File: src/rtl/acc_seq_pkg.sv
// Shared constants for the accumulator sequencer: FSM state codes and drain length.
package acc_seq_pkg;

    typedef logic [2:0] state_t;

    localparam state_t S_IDLE  = 3'd0;
    localparam state_t S_CLEAR = 3'd1;
    localparam state_t S_READ  = 3'd2;
    localparam state_t S_DRAIN = 3'd3;
    localparam state_t S_CAPT  = 3'd4;
    localparam state_t S_DONE  = 3'd5;

    // Last valid beat plus the core's trailing add of zero.
    localparam int DRAIN_CYC = 2;

endpackage

File: src/rtl/acc_seq_if.sv
// Memory-read and accumulator-core bus between the sequencer (master) and its environment (slave).
interface acc_seq_if #(
    parameter int IN_DATA_WIDTH = 8,
    parameter int DWIDTH        = 16,
    parameter int ADDR_WIDTH    = 8
);

    logic                     mem_ce_o;
    logic [ADDR_WIDTH-1:0]    mem_addr_o;
    logic [IN_DATA_WIDTH-1:0] mem_q_i;
    logic                     acc_run_o;
    logic                     acc_valid_o;
    logic [IN_DATA_WIDTH-1:0] acc_number_o;
    logic [DWIDTH-1:0]        acc_result_i;

    modport master (
        output mem_ce_o, mem_addr_o, acc_run_o, acc_valid_o, acc_number_o,
        input  mem_q_i, acc_result_i
    );

    modport slave (
        input  mem_ce_o, mem_addr_o, acc_run_o, acc_valid_o, acc_number_o,
        output mem_q_i, acc_result_i
    );

endinterface

File: src/rtl/acc_seq_addr_cnt.sv
// Operand address counter: holds the job length, counts reads and flags the final address.
module acc_seq_addr_cnt #(
    parameter int ADDR_WIDTH = 8
) (
    input  logic                clk,
    input  logic                reset_n,
    input  logic                load,
    input  logic [ADDR_WIDTH:0] load_val,
    input  logic                clr,
    input  logic                en,
    output logic [ADDR_WIDTH:0] count,
    output logic                last
);

    logic [ADDR_WIDTH:0] limit;

    always_ff @(posedge clk or negedge reset_n) begin
        if (!reset_n) begin
            limit <= '0;
            count <= '0;
        end else begin
            if (load) limit <= load_val;
            if (clr) begin
                count <= '0;
            end else if (en) begin
                count <= count + 1'b1;
            end
        end
    end

    // limit is never zero while en is high, so limit-1 cannot wrap in use.
    assign last = en && (count == limit - 1'b1);

endmodule

File: src/rtl/acc_seq_ctrl.sv
// Accumulator sequencer: clears the core, streams N operands from SRAM, captures the sum.
// Optional busy-cycle counter on cycles_o when ACC_SEQ_PERF_EN is defined.
module acc_seq_ctrl
    import acc_seq_pkg::*;
#(
    parameter int IN_DATA_WIDTH = 8,
    parameter int DWIDTH        = 16,
    parameter int ADDR_WIDTH    = 8
) (
    input  logic                clk,
    input  logic                reset_n,
    input  logic                start_i,
    input  logic                abort_i,
    input  logic [ADDR_WIDTH:0] num_cnt_i,
    acc_seq_if.master           bus,
    output logic                busy_o,
    output logic                done_o,
    output logic [DWIDTH-1:0]   result_o,
    output logic [15:0]         cycles_o,
    output logic [2:0]          dbg_state
);

    // Command protocol: start_i is a request taken only in a cycle where busy_o is low
    // (no queueing); done_o is a one-cycle strobe and result_o is valid from that cycle on.

    localparam logic [ADDR_WIDTH:0] MAX_N = {1'b1, {ADDR_WIDTH{1'b0}}};

    state_t              state, state_nxt;
    logic                start_ok, n_zero, abort_act, abort_clr;
    logic                mem_ce, ce_d1;
    logic [1:0]          drain_cnt;
    logic [ADDR_WIDTH:0] n_clamped;
    logic [ADDR_WIDTH:0] cnt;
    logic                cnt_last;

    assign n_zero    = (num_cnt_i == '0);
    assign n_clamped = (num_cnt_i > MAX_N) ? MAX_N : num_cnt_i;
    assign start_ok  = (state == S_IDLE) && start_i;
    // A job already in S_DONE completes; abort only cuts earlier states.
    assign abort_act = abort_i && (state != S_IDLE) && (state != S_DONE);

    acc_seq_addr_cnt #(.ADDR_WIDTH(ADDR_WIDTH)) u_addr_cnt (
        .clk      (clk),
        .reset_n  (reset_n),
        .load     (start_ok && !n_zero),
        .load_val (n_clamped),
        .clr      (state == S_CLEAR),
        .en       (state == S_READ),
        .count    (cnt),
        .last     (cnt_last)
    );

    always_comb begin
        state_nxt = state;
        case (state)
            S_IDLE:  if (start_i) state_nxt = n_zero ? S_DONE : S_CLEAR;
            S_CLEAR: state_nxt = S_READ;
            S_READ:  if (cnt_last) state_nxt = S_DRAIN;
            S_DRAIN: if (drain_cnt == 2'(DRAIN_CYC - 1)) state_nxt = S_CAPT;
            S_CAPT:  state_nxt = S_DONE;
            S_DONE:  state_nxt = S_IDLE;
            default: state_nxt = S_IDLE;
        endcase
        if (abort_act) state_nxt = S_IDLE;
    end

    always_ff @(posedge clk or negedge reset_n) begin
        if (!reset_n) begin
            state     <= S_IDLE;
            ce_d1     <= 1'b0;
            abort_clr <= 1'b0;
            drain_cnt <= '0;
            result_o  <= '0;
        end else begin
            state     <= state_nxt;
            // Aborting kills the in-flight beat so the core sees no further valid data.
            ce_d1     <= mem_ce && !abort_act;
            abort_clr <= abort_act;
            drain_cnt <= (state == S_DRAIN) ? drain_cnt + 2'd1 : 2'd0;
            if (start_ok && n_zero) begin
                result_o <= '0;
            end else if ((state == S_CAPT) && !abort_act) begin
                result_o <= bus.acc_result_i;
            end
        end
    end

    assign mem_ce           = (state == S_READ);
    assign bus.mem_ce_o     = mem_ce;
    assign bus.mem_addr_o   = mem_ce ? cnt[ADDR_WIDTH-1:0] : '0;
    assign bus.acc_run_o    = (state == S_CLEAR) || abort_clr;
    assign bus.acc_valid_o  = ce_d1;
    // The core also adds number_i the cycle after valid_i falls, so it must read zero then.
    assign bus.acc_number_o = ce_d1 ? bus.mem_q_i : '0;

    assign busy_o    = (state != S_IDLE);
    assign done_o    = (state == S_DONE);
    assign dbg_state = state;

`ifdef ACC_SEQ_PERF_EN
    logic [15:0] perf_cnt, cycles_q;

    always_ff @(posedge clk or negedge reset_n) begin
        if (!reset_n) begin
            perf_cnt <= '0;
            cycles_q <= '0;
        end else begin
            if (start_ok) begin
                perf_cnt <= '0;
            end else if (busy_o && (perf_cnt != 16'hFFFF)) begin
                perf_cnt <= perf_cnt + 16'd1;
            end
            if (done_o) cycles_q <= perf_cnt;
        end
    end

    assign cycles_o = cycles_q;
`else
    assign cycles_o = '0;
`endif

endmodule

File: src/flat_wrapper.sv
// flat-port wrapper written by rule: the top's interface ports become plain ports
module acc_seq_ctrl_flat import acc_seq_pkg::*;
#(
    parameter int IN_DATA_WIDTH = 8,
    parameter int DWIDTH        = 16,
    parameter int ADDR_WIDTH    = 8
)
  (clk, reset_n, start_i, abort_i, num_cnt_i, busy_o, done_o, result_o, cycles_o, dbg_state, bus_mem_ce_o, bus_mem_addr_o, bus_acc_run_o, bus_acc_valid_o, bus_acc_number_o, bus_mem_q_i, bus_acc_result_i);
  acc_seq_if #(.IN_DATA_WIDTH(IN_DATA_WIDTH), .DWIDTH(DWIDTH), .ADDR_WIDTH(ADDR_WIDTH)) bus_i ();
  input  logic clk;
  input  logic reset_n;
  input  logic start_i;
  input  logic abort_i;
  input  logic [ADDR_WIDTH:0] num_cnt_i;
  output logic busy_o;
  output logic done_o;
  output logic [DWIDTH-1:0] result_o;
  output logic [15:0] cycles_o;
  output logic [2:0] dbg_state;
  output wire logic [$bits(bus_i.mem_ce_o)-1:0] bus_mem_ce_o;
  output wire logic [$bits(bus_i.mem_addr_o)-1:0] bus_mem_addr_o;
  output wire logic [$bits(bus_i.acc_run_o)-1:0] bus_acc_run_o;
  output wire logic [$bits(bus_i.acc_valid_o)-1:0] bus_acc_valid_o;
  output wire logic [$bits(bus_i.acc_number_o)-1:0] bus_acc_number_o;
  input wire logic [$bits(bus_i.mem_q_i)-1:0] bus_mem_q_i;
  input wire logic [$bits(bus_i.acc_result_i)-1:0] bus_acc_result_i;
  assign bus_mem_ce_o = bus_i.mem_ce_o;
  assign bus_mem_addr_o = bus_i.mem_addr_o;
  assign bus_acc_run_o = bus_i.acc_run_o;
  assign bus_acc_valid_o = bus_i.acc_valid_o;
  assign bus_acc_number_o = bus_i.acc_number_o;
  assign bus_i.mem_q_i = bus_mem_q_i;
  assign bus_i.acc_result_i = bus_acc_result_i;
  acc_seq_ctrl #(.IN_DATA_WIDTH(IN_DATA_WIDTH), .DWIDTH(DWIDTH), .ADDR_WIDTH(ADDR_WIDTH)) u_core (.clk(clk), .reset_n(reset_n), .start_i(start_i), .abort_i(abort_i), .num_cnt_i(num_cnt_i), .bus(bus_i), .busy_o(busy_o), .done_o(done_o), .result_o(result_o), .cycles_o(cycles_o), .dbg_state(dbg_state));
endmodule
File: config.mk
export PLATFORM = sky130hd
export DESIGN_NAME = acc_seq_ctrl_flat
export DESIGN_NICKNAME = d
export VERILOG_FILES = /design/src/rtl/acc_seq_pkg.sv /design/src/rtl/acc_seq_if.sv /design/src/rtl/acc_seq_addr_cnt.sv /design/src/rtl/acc_seq_ctrl.sv /design/src/flat_wrapper.sv
export SDC_FILE = /design/constraint.sdc
export NUM_CORES = 1
export LEC_CHECK = 0
export CAP_MARGIN = 20
export CORE_ASPECT_RATIO = 0.8
export CORE_MARGIN = 3
export CORE_UTILIZATION = 39
export CTS_CLUSTER_DIAMETER = 60
export CTS_CLUSTER_SIZE = 14
export DETAILED_ROUTE_END_ITERATION = 7
export PLACE_DENSITY = 0.78
export SKIP_CTS_REPAIR_TIMING = 1
export SLEW_MARGIN = 0
export SYNTH_ARGS = -nofsm -noshare
export SYNTH_HDL_FRONTEND = slang
export SYNTH_SLANG_ARGS = --single-unit
File: constraint.sdc
create_clock -name clk -period 2.35 [get_ports clk]
set_input_delay 0.47 -clock clk [delete_from_list [all_inputs] [get_ports clk]]
set_output_delay 0.47 -clock clk [all_outputs]
set_load 0.02 [all_outputs]
# Word level (Yosys, flattened, before mapping)
# Index checks and enable logic that the tools add are counted.
# Widths: inputs -> output; s select.
[word_totals]
out_inout_bits = 56
elab_cells = 53
reg_bits = 41
[op_classes]
n_eq_ne = 11
n_mux = 14
order_cmp = 1
reduce_logical = 17
addsub = 3
[op_table]
columns = ["op", "count"]
rows = [
  ["$mux 16", 2],
  ["$mux 9", 3],
  ["$mux 8", 2],
  ["$mux 3", 5],
  ["$pmux 3 s5", 1],
  ["$add 9x1->9 const B", 1],
  ["$eq 9x9->1", 1],
  ["$gt 9x9->1 const B", 1],
  ["$logic_not 9->1", 1],
  ["$sub 9x1->9 const B", 1],
  ["$logic_and 1x1->1", 8],
  ["$eq 3x2->1 const B", 2],
  ["$eq 3x3->1 const B", 2],
  ["$ne 3x2->1 const B", 2],
  ["$reduce_bool 2->1", 2],
  ["$eq 3x1->1 const B", 1],
  ["$logic_not 3->1", 1],
  ["$ne 3x1->1 const B", 1],
  ["$ne 3x3->1 const B", 1],
  ["$reduce_and 3->1", 1],
  ["$reduce_bool 3->1", 1],
  ["$add 2x1->2 const B", 1],
  ["$eq 2x1->1 const B", 1],
  ["$logic_not 1->1", 2],
  ["other kinds (2)", 2],
]

# Logic depth before layout (Yosys ltp)
# Gate-level depths: netlist (run 1).
[logic_depth]
ltp_word = 7
mapped_depth = 8
depth_no_buf = 7

# By module
# Synthesis (run 1) repeated with hierarchy kept, for this count alone.
[hier_totals]
cells_unflattened = 257
hier_area_um2 = 2379.8
[modules_own_cells]
columns = ["module", "area_each_um2", "cells_per_inst", "n_inst"]
rows = [
  ["acc_seq_ctrl", 1347.5, 155, 1],
  ["acc_seq_addr_cnt", 1032.2, 102, 1],
]

# Worst setup path after synthesis (run 1)
# OpenSTA, ideal clock, no wires.
[synth_path]
path_kind = "input to register"
start = "input port num_cnt_i[5]"
end = "register u_core.u_addr_cnt.limit[2]"
arrival_ns = 2.099
required_time_ns = 2.225
setup_time_ns = 0.125
n_path_buf = 1
slack_ns = 0.126
path_stages = 6
cell_sequence = "or4_1 or4_1 nor3_2 nand3b_2 buf_12 mux2_4"
[synth_via]
elab_chain_cells = 3
word_cells_on_any_way = 5
cone_classes = "order compare (1); mux (1); reduce/logical (3)"
[synth_lines]
columns = ["item", "line", "rtl"]
rows = [
  ["from (decl)", "flat_wrapper.sv:14", "input logic [ADDR_WIDTH:0] num_cnt_i;"],
  ["parallel branches: the longest is 3 deep, another holds $gt 9x9->1", "n/a", ""],
  ["to (signal assigned)", "acc_seq_addr_cnt.sv:22", "if (load) limit <= load_val;"],
  ["to (decl)", "acc_seq_addr_cnt.sv:15", "logic [ADDR_WIDTH:0] limit;"],
]
# Several ways; the timed one is not identified.
# A chain may end at the register's enable or synchronous reset.

# Worst setup path after layout (run 1)
[layout_path]
start = "register u_core.state[0], in the netlist u_core.dbg_state[0]"
end = "output port bus_mem_addr_o[1]"
[layout_via]
elab_chain_cells = 2
[layout_lines]
columns = ["item", "line", "rtl"]
rows = [
  ["from (decl)", "acc_seq_ctrl.sv:28", "state_t state, state_nxt;"],
  ["from (signal assigned)", "acc_seq_ctrl.sv:75", "state <= state_nxt;"],
  ["$eq 3x2->1", "acc_seq_ctrl.sv:88", "assign mem_ce = (state == S_READ);"],
  ["$mux 8", "acc_seq_ctrl.sv:90", "assign bus.mem_addr_o = mem_ce ? cnt[ADDR_WIDTH-1:0] : '0;"],
  ["to (decl)", "flat_wrapper.sv:21", "output wire logic [$bits(bus_i.mem_addr_o)-1:0] bus_mem_addr_o;"],
]
# No other way between the ends.

==> results of run 1 <==
==> final timing paths <==
| kind | start | endpoint | slack [ns] | depth (start not counted) |
|---|---|---|---|---|
| min in group clk | u_core.drain_cnt[0]$_DFF_PN0_ | u_core.drain_cnt[0]$_DFF_PN0_ | 0.44 | 1 |
| max reg2reg | u_core.u_addr_cnt.limit[0]$_DFFE_PN0P_ | u_core.dbg_state[0]$_DFFE_PN0P_ | 0.28 | 7 |
| min reg2reg | u_core.drain_cnt[0]$_DFF_PN0_ | u_core.drain_cnt[0]$_DFF_PN0_ | 0.44 | 1 |
| min | reset_n | u_core.result_o[10]$_DFFE_PN0P_ | 0.32 | 1 |
| max in group asynchronous | reset_n | u_core.u_addr_cnt.limit[7]$_DFFE_PN0P_ | 1.46 | 1 |
| max | u_core.dbg_state[0]$_DFFE_PN0P_ | bus_mem_addr_o[1] | 0.12 | 5 |
==> per-layer routing <==
metal / up-vias / global-route usage, % / wire (um)
met2: 73 / 26.8 / 2610
met1: 911 / 20.3 / 2480
met4: 0 / 4.72 / 50
met3: 4 / 3.85 / 384
met5: - / 0 / 0
li1: 998 / - / -
==> Yosys cell counts, drive strengths merged (4+ instances only) <==
library cell  instances  area share [%]
nand3                 5             1.1
nor2b                 9             2.4
xnor2                 7             2.6
inv                   5            0.80
nand2b                5             1.3
buf                  19             6.8
nor2                  9             1.4
o31ai                 5             1.6
nand2                41             6.6
and2                 16             4.3
mux2                  6             3.8
clkbuf                9             1.4
a21oi                18             3.8
nand3b                4             1.4
o21ai                 8             1.7
nor3                  4             1.1
dfrtp                41              44
mux2i                 4             1.7
==> area by class of cell <==
type                       count  area, um2  share of cell area [%]
clock inverter                 1       5.00                   0.150
inverter                       5       18.8                   0.564
multi-input combinational    193       1190                    35.7
timing repair buffer          89        897                    27.0
sequential                    41       1030                    30.8
clock buffer                   7       96.3                    2.89
tap                           78       97.6                    2.93
==> cell families (layout without fill, tap and decap cells) <==
family	Yosys count	after routing	synth area share, %
and+or+nand+nor	112	112	25.4
AOI/OAI and AO/OA	42	42	10.9
DFF	41	41	43.7
buffers and inverters	33	102	9.01
xor gates and xnor gates	10	10	3.73
muxes	10	10	5.54
adders and majority gates	3	3	1.60
other	1	16	0.160
==> power by group <==
| group | internal, mW | switching (mW) | total [mW] |
|---|---|---|---|
| Sequential | 0.815 | 0.141 | 0.957 |
| Combinational | 0.495 | 0.440 | 0.935 |
| Clock | 0.265 | 0.227 | 0.492 |
| Total | 1.58 | 0.808 | 2.38 |
==> sequential cells by signal, summed over array words and instances (netlist names) <==
register                 cells
u_core.abort_clr             1
u_core.bus.acc_valid_o       1
u_core.dbg_state             3
u_core.drain_cnt             2
u_core.result_o             16
u_core.u_addr_cnt.count      9
u_core.u_addr_cnt.limit      9
==> worst max-delay path: stages (launching register included) <==
cell	delay (ns)
dfrtp_1	0.43
nor2_1	0.11
nand2_1	0.08
inv_2	0.12
and2_1	0.14
clkdlybuf4s50_1	0.60
==> per-stage QoR <==
| step | total power, mW | cell area (um2) | setup TNS (ns) | util, % |
|---|---|---|---|---|
| global placement | 1.87 | 3170 | -6.32 | 56.2 |
| global route | 2.55 | 3330 | 0 | 59.0 |
| floorplan | 1.58 | 2400 | 0 | - |
| finish | 2.38 | 3330 | 0 | 59.0 |
| CTS | 2.40 | 3280 | -0.408 | 58.0 |
| detailed placement | 1.90 | 3170 | -7.77 | 56.2 |
==> impl_metrics.tcl, run 1 <==
set metrics [dict create \
    finClkSkew_ns 0.00196 \
    drc_errors 0 \
    core_area_mm2 0.00565 \
    hold_class "input port to async pin" \
    drt_iter0_drc 92 \
    start_util_pct 41.6 \
    drive_gt1_share_pct 9.82 \
    syn_inst 252 \
    clock_path_buffers 2 \
    status "finished, final reports clean" \
    yosysSeqAreaShare_pct 43.7 \
    most-common-layout-cells "64 x clkdlybuf4s50_1, 41 x nand2_1, 41 x dfrtp_1" \
    ys_warn_count 0 \
    numPortBuffers 76 \
    cts_sinks 41 \
    cts_tree "done" \
    antenna_found_initial 0 \
    dp.cells 406 \
    rsz0062_at_grt "no" \
    power.density_mw_per_mm2 716 \
    period_share_pct 95.0 \
    clockRootBuffer "clkbuf_8" \
    cp_max_fo 9 \
    wl_per_cell_um 13.3 \
    grt_pass1_vias 1914 \
    grt_max_degree 42 \
    leakage_nw 1.61 \
    yosysUniqueCellTypes 40 \
    dr.pass1.iters 5 \
    required_ns 1.88 \
    fin_ws_ns 0.118 \
    insertion_delay_ns 0.28 \
    antenna_left 0 \
    cts_made_buffers 5 \
    fin_crit_ns 2.23 \
    synth_edf_count 0 \
    synth_seq_cells 41 \
    layout_commonest_cell "clkdlybuf4s50_1" \
    via_count 1986 \
    n_fill_cell 494 \
    pre_cts_ws_ns -0.359 \
    nets 375 \
    diodes 0 \
    setup_viol 0 \
    max_freq_mhz 448 \
    design.die.area_mm2 0.00699 \
    place_congestion 0.811 \
    holdWs_ns 0.321 \
    grtUsageTotal_pct 15.8 \
    slew_violations 0 \
    die_y_um 75.4 \
    ys.flop_type "dfrtp_1" \
    start_kind "register" \
    vdd_drop_max_uv 314 \
    fp-row-count 24 \
    syn_area_per_cell_um2 9.31 \
    worst_pin_slew_ns 0.921 \
    viasPerCell 4.80 \
    ys_async_sr_fraction_pct 100 \
    cp-end-kind "output port" \
    dieWidth_um 92.7 \
    grt.overflow.total 0 \
    slew_headroom_pct 38.6 \
    ios 93 \
    stdcell_count 414 \
    area_delta_synth_final_pct 41.8 \
    htreeDepth 2 \
    final_hold_viol_count 0 \
    netlist_area_mm2 0.00235 \
    crit_arrival_ns 1.76 \
    cap_violations 0 \
    critPathKind "register to output port" \
    clk_pin_slew_ns 0.07 \
    wirelength_mm 5.52 \
    dp_hpwl_mm 4.26 \
    grt_pass1_wl_mm 8.78 \
]
No activity file was read; power rests on OpenSTA's default activity.
==> run 2: changes to the inputs <==
--- a/config.mk
+++ b/config.mk
@@ -10,7 +10,6 @@
 export CORE_MARGIN = 3
 export CORE_UTILIZATION = 39
 export CTS_CLUSTER_DIAMETER = 60
-export CTS_CLUSTER_SIZE = 14
 export DETAILED_ROUTE_END_ITERATION = 7
 export PLACE_DENSITY = 0.78
 export SKIP_CTS_REPAIR_TIMING = 1
==> results of run 2 <==
No change in the layout: final DEF, timing and power equal those of run 1.
